<file path="config.mk">
export PLATFORM = sky130hd
export DESIGN_NAME = mem_lsu
export DESIGN_NICKNAME = d
export VERILOG_FILES = /design/src/rtl/mem_lsu.sv
export SDC_FILE = /design/constraint.sdc
export NUM_CORES = 1
export LEC_CHECK = 0
export ABC_AREA = 0
export CORE_AREA = 2 2 92 138
export DETAILED_ROUTE_END_ITERATION = 8
export DIE_AREA = 0 0 94 140
export PLACE_DENSITY_LB_ADDON = 0.1
export SYNTH_ARGS = -nofsm -noshare
export SYNTH_HDL_FRONTEND = slang
export SYNTH_SLANG_ARGS = --single-unit
</file>
<file path="constraint.sdc">
create_clock -name sclk -period 2.5 [get_ports sclk]
set_input_delay 0.25 -clock sclk [delete_from_list [all_inputs] [get_ports sclk]]
set_output_delay 0.25 -clock sclk [all_outputs]
set_load 0.01 [all_outputs]
</file>
<file path="src/rtl/mem_lsu.sv">
// Load/store unit: splits word/half/byte requests into little-endian byte
// transfers on a byte-wide memory port and returns extended load data.
module mem_lsu #(
  parameter int ADDR_W = 8
) (
  input  logic              sclk,
  input  logic              rst_n,
  input  logic              req_valid,
  output logic              req_ready,
  input  logic              req_write,
  input  logic [1:0]        req_size,
  input  logic              req_signed,
  input  logic [ADDR_W-1:0] req_addr,
  input  logic [31:0]       req_wdata,
  output logic              resp_valid,
  output logic              resp_err,
  output logic [31:0]       resp_rdata,
  output logic [ADDR_W-1:0] mem_addr,
  output logic              mem_rd,
  output logic              mem_wr,
  output logic [7:0]        mem_wdata,
  input  logic [7:0]        mem_rdata
);

  typedef enum logic [1:0] {IDLE, XFER, RESP} state_t;

  state_t              state_q;
  logic [1:0]          cnt_q;
  logic                write_q;
  logic [1:0]          size_q;
  logic                signed_q;
  logic [ADDR_W-1:0]   addr_q;
  logic [31:0]         wdata_q;
  logic [31:0]         asm_q;

  logic                reqReady_q;
  logic                respValid_q;
  logic                respErr_q;
  logic [31:0]         respRdata_q;
  logic [ADDR_W-1:0]   memAddr_q;
  logic                memRd_q;
  logic                memWr_q;
  logic [7:0]          memWdata_q;

  logic                lastByte;
  logic [1:0]          cntNext;
  logic [31:0]         asm_d;
  logic [31:0]         loadResult;

  function automatic logic [7:0] laneOf(input logic [31:0] w, input logic [1:0] i);
    case (i)
      2'd0:    laneOf = w[7:0];
      2'd1:    laneOf = w[15:8];
      2'd2:    laneOf = w[23:16];
      default: laneOf = w[31:24];
    endcase
  endfunction

  // The final byte is folded in here so the response can be registered on
  // the same edge that captures it.
  always_comb begin
    cntNext  = cnt_q + 2'd1;
    lastByte = (size_q == 2'b10) ||
               (size_q == 2'b01 && cnt_q == 2'd1) ||
               (cnt_q == 2'd3);
    asm_d = asm_q;
    if (!write_q) begin
      case (cnt_q)
        2'd0:    asm_d[7:0]   = mem_rdata;
        2'd1:    asm_d[15:8]  = mem_rdata;
        2'd2:    asm_d[23:16] = mem_rdata;
        default: asm_d[31:24] = mem_rdata;
      endcase
    end
    case (size_q)
      2'b00:   loadResult = asm_d;
      2'b01:   loadResult = {{16{signed_q & asm_d[15]}}, asm_d[15:0]};
      2'b10:   loadResult = {{24{signed_q & asm_d[7]}}, asm_d[7:0]};
      default: loadResult = 32'd0;
    endcase
  end

  always_ff @(posedge sclk or negedge rst_n) begin
    if (!rst_n) begin
      state_q     <= IDLE;
      cnt_q       <= 2'd0;
      write_q     <= 1'b0;
      size_q      <= 2'b00;
      signed_q    <= 1'b0;
      addr_q      <= '0;
      wdata_q     <= 32'd0;
      asm_q       <= 32'd0;
      reqReady_q  <= 1'b1;
      respValid_q <= 1'b0;
      respErr_q   <= 1'b0;
      respRdata_q <= 32'd0;
      memAddr_q   <= '0;
      memRd_q     <= 1'b0;
      memWr_q     <= 1'b0;
      memWdata_q  <= 8'd0;
    end else begin
      case (state_q)
        IDLE: begin
          if (req_valid) begin
            write_q    <= req_write;
            size_q     <= req_size;
            signed_q   <= req_signed;
            addr_q     <= req_addr;
            wdata_q    <= req_wdata;
            cnt_q      <= 2'd0;
            asm_q      <= 32'd0;
            reqReady_q <= 1'b0;
            if (req_size == 2'b11) begin
              state_q     <= RESP;
              respValid_q <= 1'b1;
              respErr_q   <= 1'b1;
              respRdata_q <= 32'd0;
            end else begin
              state_q    <= XFER;
              memAddr_q  <= req_addr;
              memRd_q    <= ~req_write;
              memWr_q    <= req_write;
              memWdata_q <= req_wdata[7:0];
            end
          end
        end
        XFER: begin
          asm_q <= asm_d;
          if (lastByte) begin
            state_q     <= RESP;
            memAddr_q   <= '0;
            memRd_q     <= 1'b0;
            memWr_q     <= 1'b0;
            memWdata_q  <= 8'd0;
            respValid_q <= 1'b1;
            respErr_q   <= 1'b0;
            respRdata_q <= write_q ? 32'd0 : loadResult;
          end else begin
            cnt_q      <= cntNext;
            memAddr_q  <= addr_q + ADDR_W'(cntNext);
            memWdata_q <= laneOf(wdata_q, cntNext);
          end
        end
        RESP: begin
          state_q     <= IDLE;
          respValid_q <= 1'b0;
          respErr_q   <= 1'b0;
          respRdata_q <= 32'd0;
          reqReady_q  <= 1'b1;
        end
        default: state_q <= IDLE;
      endcase
    end
  end

  assign req_ready  = reqReady_q;
  assign resp_valid = respValid_q;
  assign resp_err   = respErr_q;
  assign resp_rdata = respRdata_q;
  assign mem_addr   = memAddr_q;
  assign mem_rd     = memRd_q;
  assign mem_wr     = memWr_q;
  assign mem_wdata  = memWdata_q;

endmodule

</file>
==> run summary, run 1 <==
The max-slew violation total from the final report is 0, and the upper clock frequency limit is 0.4371 GHz. The floorplan has 49 rows. Cell repeated most along the worst path: inv_1. Of all cell types, the one taking the most synthesized area is dfrtp_1. The final layout contains routed wiring with a total length of 14760 um. Input and output buffers added on the ports amount to 107.

In this run, the number of DRC markers left after iteration 0 of detailed routing was 255. The clock reaches the later pin of the worst-skew pair after 410 ps. The most common cell after layout, fill and taps aside is dfrtp_1.

The number of antenna diodes in the final layout is 0. The final hold violation count is 0, and the mean number of vias per cell is 5.484. The tools report the number of violations of the max-capacitance limit as 0. The number of setup buffers added after CTS is 0. In this run the worst setup path begins at cnt_q[0]$_DFFE_PN0P_. The first TritonRoute pass finished after 5 iterations. Kind of cell adding the most delay to the critical path: adder cells.

In this run, synthesis produced a sequential element count of 133. The worst hold slack is 383.7 ps, and the fraction of final layout cells sized beyond drive strength 1 is 0.1592. The synthesized netlist contains 42 unique library cells.

STA classifies the critical path endpoint as a register. Once detailed placement completed, the half-perimeter wirelength came to 10320 um. The tools report the final core utilization as 0.6737. The register clock-pin slew on the reported worst setup and hold paths works out to 60 ps. The startpoint kind of the worst setup timing path was a register. The largest net degree at the start of global routing is 49, and the post-route fraction of the period consumed by the critical path is 0.9150. On the final layout, the worst clock skew is 5.997 ps. The area growth from synthesis to final layout is 30.09%. Setup repair after global routing left no endpoint under its margin.

Setup total negative slack on the finished layout was measured at 0 ps. For this run the aggregate overflow at the end of global routing stands at 0. The analysis attributes to cell leakage a power of 3.609 nW.

The run gives 212.4 ps as the worst-case setup margin in the final layout. The count of clock tree sinks was 133. By startpoint and endpoint, the worst setup path is classified as reg -> reg.

The cell count after synthesis came out at 591. The run gives 0.009473 W as the total power draw. The placeable core region is 11960 sq um. The horizontal die dimension is 94 um, and the count of boundary I/O pins is 108. The smallest clock period supported by the final layout is computed as 2288 ps. The sequential fraction of the synthesis area is 0.5378.

The slowest stage of the critical path belongs to the cell dfrtp_1. For this run, the number of Yosys warnings is 0. The average instance in the mapped netlist occupies 10.48 sq um.

The initial antenna violation count is 0. In the layout the commonest cells are dfrtp_1, nand2_1, clkdlybuf4s50_1, o21ai_0, mux2_2. Setup violations remaining at the end of the flow were counted as 0. Along the worst path, the maximum fanout reaches 6. The run finished with clean final reports. In the final routed layout, each cell accounts on average for 17.11 um.

The signal on the critical path passes through inv_1 -> ha_1 -> inv_1 -> fa_1 -> nor2b_1 -> nand2_1 -> xnor2_1 -> a22oi_1 -> a21oi_1. The total DRC errors in the routed layout was 0. For the count of antenna-violating nets left after detailed routing, the log shows 0. The net count of the finished layout is 765. Counting the buffers created by CTS gives 17. At the end of routability-driven placement, the weighted congestion stood at 0.7848.

On the worst path, the slowest cell contributes a delay of 450 ps. In this run the power density over the cells is 1176 nW/um^2. The number of global-route vias before repair was 4924. Together, buffers and inverters on the worst path number 2.

VDD sags by at most 0.0006748 V. The H-tree generated during clock tree synthesis spans 4 levels. The master cell of the clock root buffer was clkbuf_16. The tools report the global-route wire length before repair as 24230 um. The die is 140 um tall.

The startpoint of the most critical register-to-register path is cnt_q[0]$_DFFE_PN0P_. STA puts the critical path data arrival time at 2570 ps. The starting density of the core is 0.5178, and the area of the die is 13160 sq um. The minimum setup slack after placement is 52.85 ps.

In this run the cell area of the synthesized design comes to 6191 sq um. After synthesis, the cell types taking the most area are dfrtp_1, mux2_2, nand2_1. The area share of the largest cell type after synthesis was 0.5335; the endpoint required time on the critical path was 2780 ps. The worst hold path belongs to the class in -> async. TritonCTS built the clock tree. Summing over every cut layer, the via total after detailed routing is 4733. The longest clock path from root to sink contains 2 buffers.

At the pin with the least slew margin, the transition time is 1008 ps. The total nets after synthesis was 659. The overall global routing resource usage was 0.2349; the headroom to the max-slew limit was 0.3262.
-- metal layers --
layer / GRT usage / share of wire
met5: 0 / 0
met4: 0.09840 / 0.018
met3: 0.04949 / 0.045
met2: 0.4056 / 0.53
met1: 0.2813 / 0.41
-- Yosys cell counts --
cell type  instances
clkbuf_1          21
a31oi_1            9
a22oi_1            5
o21bai_4           1
nand4_1            2
buf_2             10
nand2b_1           5
fa_1               1
a22o_1            12
nor2_1            37
buf_4              5
inv_1              8
nor3_1             2
xor2_1             1
a222oi_1           8
mux2_2            51
buf_1              3
dfstp_2            1
nand3b_1           1
o31ai_1            7
and2b_1            1
nor4_4             2
or4_1              1
a21oi_1           12
mux2i_1           25
or2_1              1
inv_2              1
o21ai_1           18
o21ai_0           53
and3_1             3
xnor2_1            4
o22ai_1            1
nor2b_1            7
o2bb2ai_1          1
or2_2              1
and3b_1            1
nand3_1            2
ha_1              12
nand2_1          119
nor3_2             1
a21o_1             3
dfrtp_1          132
-- cell type report --
cell class,instances,area (sq um)
clock buffers,19,452.9
clock inverters,13,155.1
fillers,980,3901
inverters,9,33.78
multi-input cells,410,2665
flip-flops and latches,133,3329
well taps,153,191.4
repair buffers,126,1226
-- sequential cells by signal, indices dropped and copies added (netlist names), 2 cells and up --
name / flops
asm_q: 32
resp_rdata: 32
wdata_q: 32
addr_q: 8
mem_addr: 8
mem_wdata: 8
cnt_q: 2
size_q: 2
state_q: 2
-- metrics by stage --
step | area (sq um) | cells
2_1_floorplan | 6191 | 591
3_3_place_gp | 7430 | 830
3_5_place_dp | 7430 | 830
4_1_cts | 8048 | 863
5_1_grt | 8054 | 863
6_report | 8054 | 863
-- power breakdown --
group | switching (W) | total, W | internal (W)
combinational | 0.00197 | 0.00362 | 0.00165
sequential | 0.000447 | 0.00331 | 0.00286
clock | 0.000930 | 0.00255 | 0.00162
total | 0.00335 | 0.00947 | 0.00612
-- what timing repair did --
action / 4_1_cts / 5_1_grt
hold endpoints to repair: 37 / 0
gates resized for setup: 0 / 1
hold buffers: 1 / 0
setup endpoints to repair: 0 / 15
-- path summary, 6_finish.rpt --
| path | to | slack (ps) | depth (start not counted) |
|---|---|---|---|
| setup / recovery | mem_addr[4]$_DFFE_PN0P_ | 210 | 9 |
| hold / removal | resp_rdata[1]$_DFFE_PN0P_ | 380 | 2 |
| hold reg to reg | resp_rdata[17]$_DFFE_PN0P_ | 470 | 2 |
| setup reg to reg | mem_addr[4]$_DFFE_PN0P_ | 210 | 9 |
| max in group asynchronous | asm_q[31]$_DFFE_PN0P_ | 1370 | 3 |
| min in group sclk | mem_wdata[4]$_DFFE_PN0P_ | 440 | 3 |
-- logic make-up after synthesis --
kind of cell	synth area share
mux	0.1332
compound gates	0.1298
buf+inv	0.03416
fa+ha+maj	0.02749
xor+xnor	0.007073
flops	0.5378
simple gates	0.1306
No activity file was read; power rests on OpenSTA's default activity.
==> inputs of run 2 (changes only) <==
- ABC_AREA: 0 -> default
==> results of run 2 <==
Final layout, timing and power as in run 1 (identical DEF).
